--- src/rtl/cla_rr_arbiter.sv ---
// Round-robin arbiter sharing one cla_8bit adder among NUM_REQ requesters, with a one-deep
// tagged response register. Define CLA_ARB_STATS_EN to add per-requester grant counters.
module cla_rr_arbiter #(
   parameter int NUM_REQ = 4,
   parameter int ID_W    = $clog2(NUM_REQ)
) (
   input  logic                 clk,
   input  logic                 rst_n,
   input  logic [NUM_REQ-1:0]   req_valid,
   output logic [NUM_REQ-1:0]   req_ready,
   input  logic [NUM_REQ*8-1:0] req_a,
   input  logic [NUM_REQ*8-1:0] req_b,
   output logic [7:0]           adder_a,
   output logic [7:0]           adder_b,
   input  logic [8:0]           adder_sum,
   output logic                 rsp_valid,
   input  logic                 rsp_ready,
   output logic [ID_W-1:0]      rsp_id,
   output logic [8:0]           rsp_sum
`ifdef CLA_ARB_STATS_EN
   ,
   input  logic [ID_W-1:0]      stat_sel,
   input  logic                 stat_clr,
   output logic [15:0]          stat_count
`endif
);

   logic            rsp_valid_q, rsp_valid_d;
   logic [ID_W-1:0] rsp_id_q, rsp_id_d;
   logic [8:0]      rsp_sum_q, rsp_sum_d;
   logic [ID_W-1:0] ptr_q, ptr_d;

   logic            can_accept;
   logic            gnt_found;
   logic [ID_W-1:0] gnt_idx;
   logic            transfer;
   logic [ID_W:0]   scan_sum;
   logic [ID_W-1:0] scan_idx;
   logic [7:0]      op_a [NUM_REQ];
   logic [7:0]      op_b [NUM_REQ];

   for (genvar g = 0; g < NUM_REQ; g++) begin : g_ops
      assign op_a[g] = req_a[8*g +: 8];
      assign op_b[g] = req_b[8*g +: 8];
   end

   assign can_accept = !rsp_valid_q || rsp_ready;

   // Scan upward from ptr with wrap-around; the first valid index wins.
   always_comb begin
      gnt_found = 1'b0;
      gnt_idx   = '0;
      scan_sum  = '0;
      scan_idx  = '0;
      for (int i = 0; i < NUM_REQ; i++) begin
         scan_sum = {1'b0, ptr_q} + (ID_W+1)'(i);
         if (scan_sum >= (ID_W+1)'(NUM_REQ)) begin
            scan_sum = scan_sum - (ID_W+1)'(NUM_REQ);
         end
         scan_idx = scan_sum[ID_W-1:0];
         if (!gnt_found && req_valid[scan_idx]) begin
            gnt_found = 1'b1;
            gnt_idx   = scan_idx;
         end
      end
   end

   // Requests are ignored while reset is held so nothing is granted before release.
   assign transfer = gnt_found && can_accept && rst_n;

   always_comb begin
      req_ready = '0;
      if (transfer) begin
         req_ready[gnt_idx] = 1'b1;
      end
   end

   always_comb begin
      adder_a = 8'h00;
      adder_b = 8'h00;
      if (gnt_found) begin
         adder_a = op_a[gnt_idx];
         adder_b = op_b[gnt_idx];
      end
   end

   always_comb begin
      rsp_valid_d = rsp_valid_q;
      rsp_id_d    = rsp_id_q;
      rsp_sum_d   = rsp_sum_q;
      ptr_d       = ptr_q;
      if (transfer) begin
         rsp_valid_d = 1'b1;
         rsp_id_d    = gnt_idx;
         rsp_sum_d   = adder_sum;
         ptr_d       = (gnt_idx == ID_W'(NUM_REQ-1)) ? '0 : gnt_idx + 1'b1;
      end else if (rsp_ready) begin
         rsp_valid_d = 1'b0;
      end
   end

   always_ff @(posedge clk or negedge rst_n) begin
      if (!rst_n) begin
         rsp_valid_q <= 1'b0;
         rsp_id_q    <= '0;
         rsp_sum_q   <= '0;
         ptr_q       <= '0;
      end else begin
         rsp_valid_q <= rsp_valid_d;
         rsp_id_q    <= rsp_id_d;
         rsp_sum_q   <= rsp_sum_d;
         ptr_q       <= ptr_d;
      end
   end

   assign rsp_valid = rsp_valid_q;
   assign rsp_id    = rsp_id_q;
   assign rsp_sum   = rsp_sum_q;

`ifdef CLA_ARB_STATS_EN
   logic [15:0] stat_cnt_q [NUM_REQ];
   logic [15:0] stat_cnt_d [NUM_REQ];

   // Saturating grant counters; a clear overrides a same-cycle increment.
   always_comb begin
      for (int i = 0; i < NUM_REQ; i++) begin
         stat_cnt_d[i] = stat_cnt_q[i];
         if (stat_clr) begin
            stat_cnt_d[i] = 16'h0000;
         end else if (transfer && (gnt_idx == ID_W'(i)) && (stat_cnt_q[i] != 16'hFFFF)) begin
            stat_cnt_d[i] = stat_cnt_q[i] + 16'd1;
         end
      end
   end

   always_ff @(posedge clk or negedge rst_n) begin
      if (!rst_n) begin
         for (int i = 0; i < NUM_REQ; i++) begin
            stat_cnt_q[i] <= 16'h0000;
         end
      end else begin
         for (int i = 0; i < NUM_REQ; i++) begin
            stat_cnt_q[i] <= stat_cnt_d[i];
         end
      end
   end

   assign stat_count = ({1'b0, stat_sel} < (ID_W+1)'(NUM_REQ)) ? stat_cnt_q[stat_sel] : 16'h0000;
`endif

endmodule

--- config.mk ---
export PLATFORM = sky130hd
export DESIGN_NAME = cla_rr_arbiter
export DESIGN_NICKNAME = d
export VERILOG_FILES = /design/src/rtl/cla_rr_arbiter.sv
export SDC_FILE = /design/constraint.sdc
export NUM_CORES = 1
export LEC_CHECK = 0
export CAP_MARGIN = 10
export CORE_ASPECT_RATIO = 1.4
export CORE_MARGIN = 8
export CORE_UTILIZATION = 33
export DETAILED_ROUTE_END_ITERATION = 8
export PLACE_DENSITY = 0.87
export SLEW_MARGIN = 10
export SYNTH_ARGS = -nofsm -noshare
export SYNTH_HDL_FRONTEND = slang
export SYNTH_SLANG_ARGS = --single-unit
--- constraint.sdc ---
create_clock -name clk -period 2.55 [get_ports clk]
set_input_delay 0.51 -clock clk [delete_from_list [all_inputs] [get_ports clk]]
set_output_delay 0.51 -clock clk [all_outputs]
set_load 0.01 [all_outputs]
# --- After elaboration in Yosys (flattened, before gate mapping) ---
# Index checks and enable logic that the tools add are counted.
totals:
  out_inout_bits: 32
  reg_bits: 14
  in_bits: 80
classes:
  order_cmp: 11
  n_mux: 34
  n_eq_ne: 1
  bitwise: 1
  add_sub_neg: 8
  n_reduce_logical: 12
op_table:
  columns: ["cell", "count"]
  rows:
  - ["$mux 8", 6]
  - ["$bmux 8 s2", 2]
  - ["$mux 2", 9]
  - ["$lt 2x3->1 const B", 5]
  - ["$ge 3x3->1 const B", 4]
  - ["$mux 1", 11]
  - ["$bmux 1 s2", 4]
  - ["$sub 2x1->2 const B", 4]
  - ["$add 2x2->3 const B", 2]
  - ["$logic_and 1x1->1", 6]
  - ["$logic_not 1->1", 4]
  - ["$mux 4", 1]
  - ["$add 2x1->3 const B", 1]
  - ["$ge 2x3->1 const B", 1]
  - ["$not 2->3", 1]
  - ["$add 2x1->2 const B", 1]
  - ["$demux 1 s2", 1]
  - ["$eq 2x2->1 const B", 1]
  - ["$ge 2x1->1 const B", 1]
  - ["$reduce_bool 2->1", 1]
  - ["$logic_or 1x1->1", 1]

# --- Longest topological paths before layout ---
depth:
  word_depth: 19
  depth_mapped: 7
  ltp_nobuf: 5

# --- Worst setup path before layout ---
# No wires, ideal clock.
synth_timing:
  path_type: "input port to output port"
  startpoint: "in req_valid[2]"
  endpoint: "out adder_a[0]"
  t_arrival_ps: 1582
  cell_stages: 7
  slack_ps: 458
  path_buffers: 2
  cell_sequence: "nor2b_2 nor3b_1 o22ai_1 buf_6 buf_12 mux2i_1 o22ai_1"
synth_between:
  elab_chain_len: 17
  elab_cells_between_ends: 27
synth_rtl:
  columns: ["element", "line_no", "rtl"]
  rows:
  - ["start, declared", "9", "input logic [NUM_REQ-1:0] req_valid,"]
  - ["$bmux 1 s2", "61", "if (!gnt_found && req_valid[scan_idx]) begin"]
  - ["$mux 1 (implied by the code)", "61", null]
  - ["$mux 1", "61", null]
  - ["$logic_not 1->1", "61", null]
  - ["$logic_and 1x1->1", "61", null]
  - ["$mux 1", "61", null]
  - ["$logic_not 1->1", "61", null]
  - ["$logic_and 1x1->1", "61", null]
  - ["$mux 1", "61", null]
  - ["$logic_not 1->1", "61", null]
  - ["$logic_and 1x1->1", "61", null]
  - ["$mux 2", "61", null]
  - ["$not 2->3 (implied by the code)", "82", "adder_a = op_a[gnt_idx];"]
  - ["$bmux 8 s2", "82", null]
  - ["$mux 8 (implied by the code) (2 in series)", "82", null]
  - ["$mux 8 (*)", "81", "if (gnt_found) begin"]
  - ["end, declared", "13", "output logic [7:0] adder_a,"]
# Every way passes the cells marked *; elsewhere a longest branch is shown, timed or not. The select of a mux whose other input is x is not followed.

# --- Worst setup path after layout ---
layout_timing:
  startpoint: "reg ptr_q[0]"
  endpoint: "out adder_a[1]"
layout_between:
  elab_chain_len: 19
  elab_cells_between_ends: 42
layout_rtl:
  columns: ["element", "line_no", "rtl"]
  rows:
  - ["start, declared", "31", "logic [ID_W-1:0] ptr_q, ptr_d;"]
  - ["start signal, assigned", "112", "ptr_q <= ptr_d;"]
  - ["branches (longest 18 deep; another with $add 2x1->3)", null, null]
  - ["$mux 8 (*)", "81", null]
# Every way passes the cells marked *. The select of a mux whose other input is x is not followed.

==> metrics.txt <==
Port Buf Inserts 111; via count 1,459; FP Rows 26; asr flop ratio synth 100%; startpoint types register; Area contributors post-synth dfrtp_1 29%, mux2i_1 28%, o22ai_1 8.9%; max-cap viol count 0; Post-DRT Antenna Nets 0; Placed Area 2440 um2; fraction of layout instances using a drive strength above 1 26.4%; P_int 1.21 mW; post-synth top area share 29.4%; sequential share of the synthesized area 29.4%; Clock Tree Buf Depth 2; dpl hpwl 4190 um; Mapped Area 1190 um2; worst skew pair latency 0.24 ns; cell with the most instances after synthesis mux2i_1; DR vias/cell 5.07; Synth top cells by count 33 x mux2i_1, 17 x o22ai_1, 14 x dfrtp_1, 6 x mux2_2, 6 x nor2_1; IR drop worst, VDD 0.685 mV; peak fanout along the critical path 10; Ys Warns 0; EDFF count, synth 0; flops & latches, synth 14; Worst setup EP type primary output; grt ovf 0; Leak 1.19 nW; die height 87.2 um; clock power share 11.1%; Worst EP arrival 1.99 ns; largest area contributor in the netlist dfrtp_1; critical path class register to primary output; Initial Utilization 33.7%; Worst Clk Skew 0.00548 ns; DRT Pass-1 Iters 4; WL final 5470 um; die area 5820 um2; Iter 0 DRT Violations 29; Total Power 1.92 mW; Worst Setup Slack, final 0.0513 ns; CTS tree yes; GPL Wtd Cong 0.852; Final min period 2.50 ns; Antenna Diode Count 0; initial antenna violation count 0; Core Box Area 3550 um2; H-tree depth 1; largest net degree at the start of global routing 15; Distinct cells, synth 27; status finished, final reports clean; Main synth FF type dfrtp_1; Final Core Density 73.7%; Syn Inst Count 115; CTS Sinks 14; Worst-path clk slew 0.05 ns; final layout net count 327; Psw 701 uW; DRC viols 0; first-pass GRT wire length 7600 um; Clk Tree Root Cell clkbuf_8; Num CTS Buffers 3; gr usage total 16.6%; Avg Cell Area, Syn 10.4 um2; hold violation total from the final report 0; Hold/Removal Path Class register to register; synthesized net count 195; fin area 2620 um2; Max Clk Rate 400 MHz; Tightest Pin Transition 0.355 ns; hold_ws 0.490 ns; max-slew violation count 0; Wirelength per Cell 19.0 um; fin crit share 98.0%; io pins 112; sw frac 36.6%; pre-CTS setup slack -0.626 ns; PwrDens 732 nW/um2; die width 66.8 um; Layout Area Growth over Synthesis 119%; Worst Path Required 2.04 ns; Comb power frac 72.3%; Setup Viol. Count Final 0; Worst slew margin 76.9%; Seq pwr share 16.6%; vias in the first global route 1,559
cell type report:
| class | instances | area, um2 |
|---|---|---|
| repair buffers | 135 | 1320 |
| multi-input cells | 89 | 820 |
| clock buffers | 4 | 55.1 |
| well taps | 42 | 52.6 |
| fillers | 266 | 931 |
| flip-flops and latches | 14 | 352 |
| inverters | 4 | 15.0 |
timing repair:
action	4_1_cts	5_1_grt
hold buffers	0	0
gates cloned	2	1
setup buffers	2	0
setup endpoints to repair	20	20
gates resized for setup	77	15
pin swaps	5	3
logic make-up (layout without fill, tap and decap cells):
logic type,Yosys count,count (layout),synth area share (%)
mux,42,42,36.2
flops,14,14,29.4
xor+xnor,1,1,0.734
simple gates,19,19,8.70
buf+inv,12,143,9.33
compound gates,27,27,15.7
flip-flops by register name (all words and copies together) (netlist names):
| signal | flops |
|---|---|
| rsp_id | 2 |
| rsp_sum | 9 |
| ptr_q | 2 |
| rsp_valid | 1 |
power by group through the flow:
stage          clock, mW  combinational (mW)  sequential, mW
2_1_floorplan          0               0.662           0.331
3_3_place_gp           0                1.24           0.312
3_5_place_dp           0                1.26           0.315
4_1_cts            0.220                1.32           0.316
5_1_grt            0.226                1.46           0.328
6_report           0.212                1.38           0.319
layout by cell type (no fill, tap or decap), types with 2 or more instances in the layout:
master,synthesis,layout
clkdlybuf4s15_1,0,8
buf_2,2,11
dlygate4sd2_1,0,2
clkdlybuf4s50_1,0,87
dfrtp_1,14,13
nor2b_4,0,3
mux2i_2,0,3
buf_6,2,2
buf_4,0,16
mux2_2,6,6
nor2_1,6,6
nand2_1,2,2
nor2b_2,2,2
inv_1,4,4
clkbuf_2,0,3
mux2i_1,33,29
buf_12,3,3
mux2_1,3,3
clkbuf_8,0,4
o21ai_0,4,4
buf_16,0,2
o22ai_1,17,15
worst max-delay path, cell delays in order, from the launching register on:
cell and delay (ns):
dfrtp_2 0.45, nor2b_4 0.15, nor3_2 0.06, o22ai_4 0.29, buf_12 0.17, buf_16 0.14, mux2i_4 0.24, o22ai_2 0.10
buf_2 0.15
metal layers:
metal	up-vias	wire, um	track usage (%)
li1	691	-	-
met1	697	1870	15.6
met4	0	65	3.12
met3	6	426	3.99
met2	65	3110	33.7
met5	-	0	0
stage by stage:
stage	instances	TNS (ns)
5_1_grt	288	-0.0209
2_1_floorplan	115	0
3_3_place_gp	279	-11.24
3_5_place_dp	279	-11.46
6_report	288	0
4_1_cts	287	0
final timing paths:
check / start / to / slack, ns / depth (start not counted)
min in group asynchronous: rst_n / rsp_sum[0]$_DFFE_PN0P_ / 0.67 / 2
max in group asynchronous: rst_n / ptr_q[0]$_DFFE_PN0P_ / 1.68 / 2
max reg2reg: ptr_q[0]$_DFFE_PN0P_ / ptr_q[0]$_DFFE_PN0P_ / 0.96 / 8
max: ptr_q[0]$_DFFE_PN0P_ / adder_a[1] / 0.05 / 8
min: rsp_sum[4]$_DFFE_PN0P_ / rsp_sum[4]$_DFFE_PN0P_ / 0.49 / 1
min reg2reg: rsp_sum[4]$_DFFE_PN0P_ / rsp_sum[4]$_DFFE_PN0P_ / 0.49 / 1
Note: power is estimated with default switching activity, not from simulation.
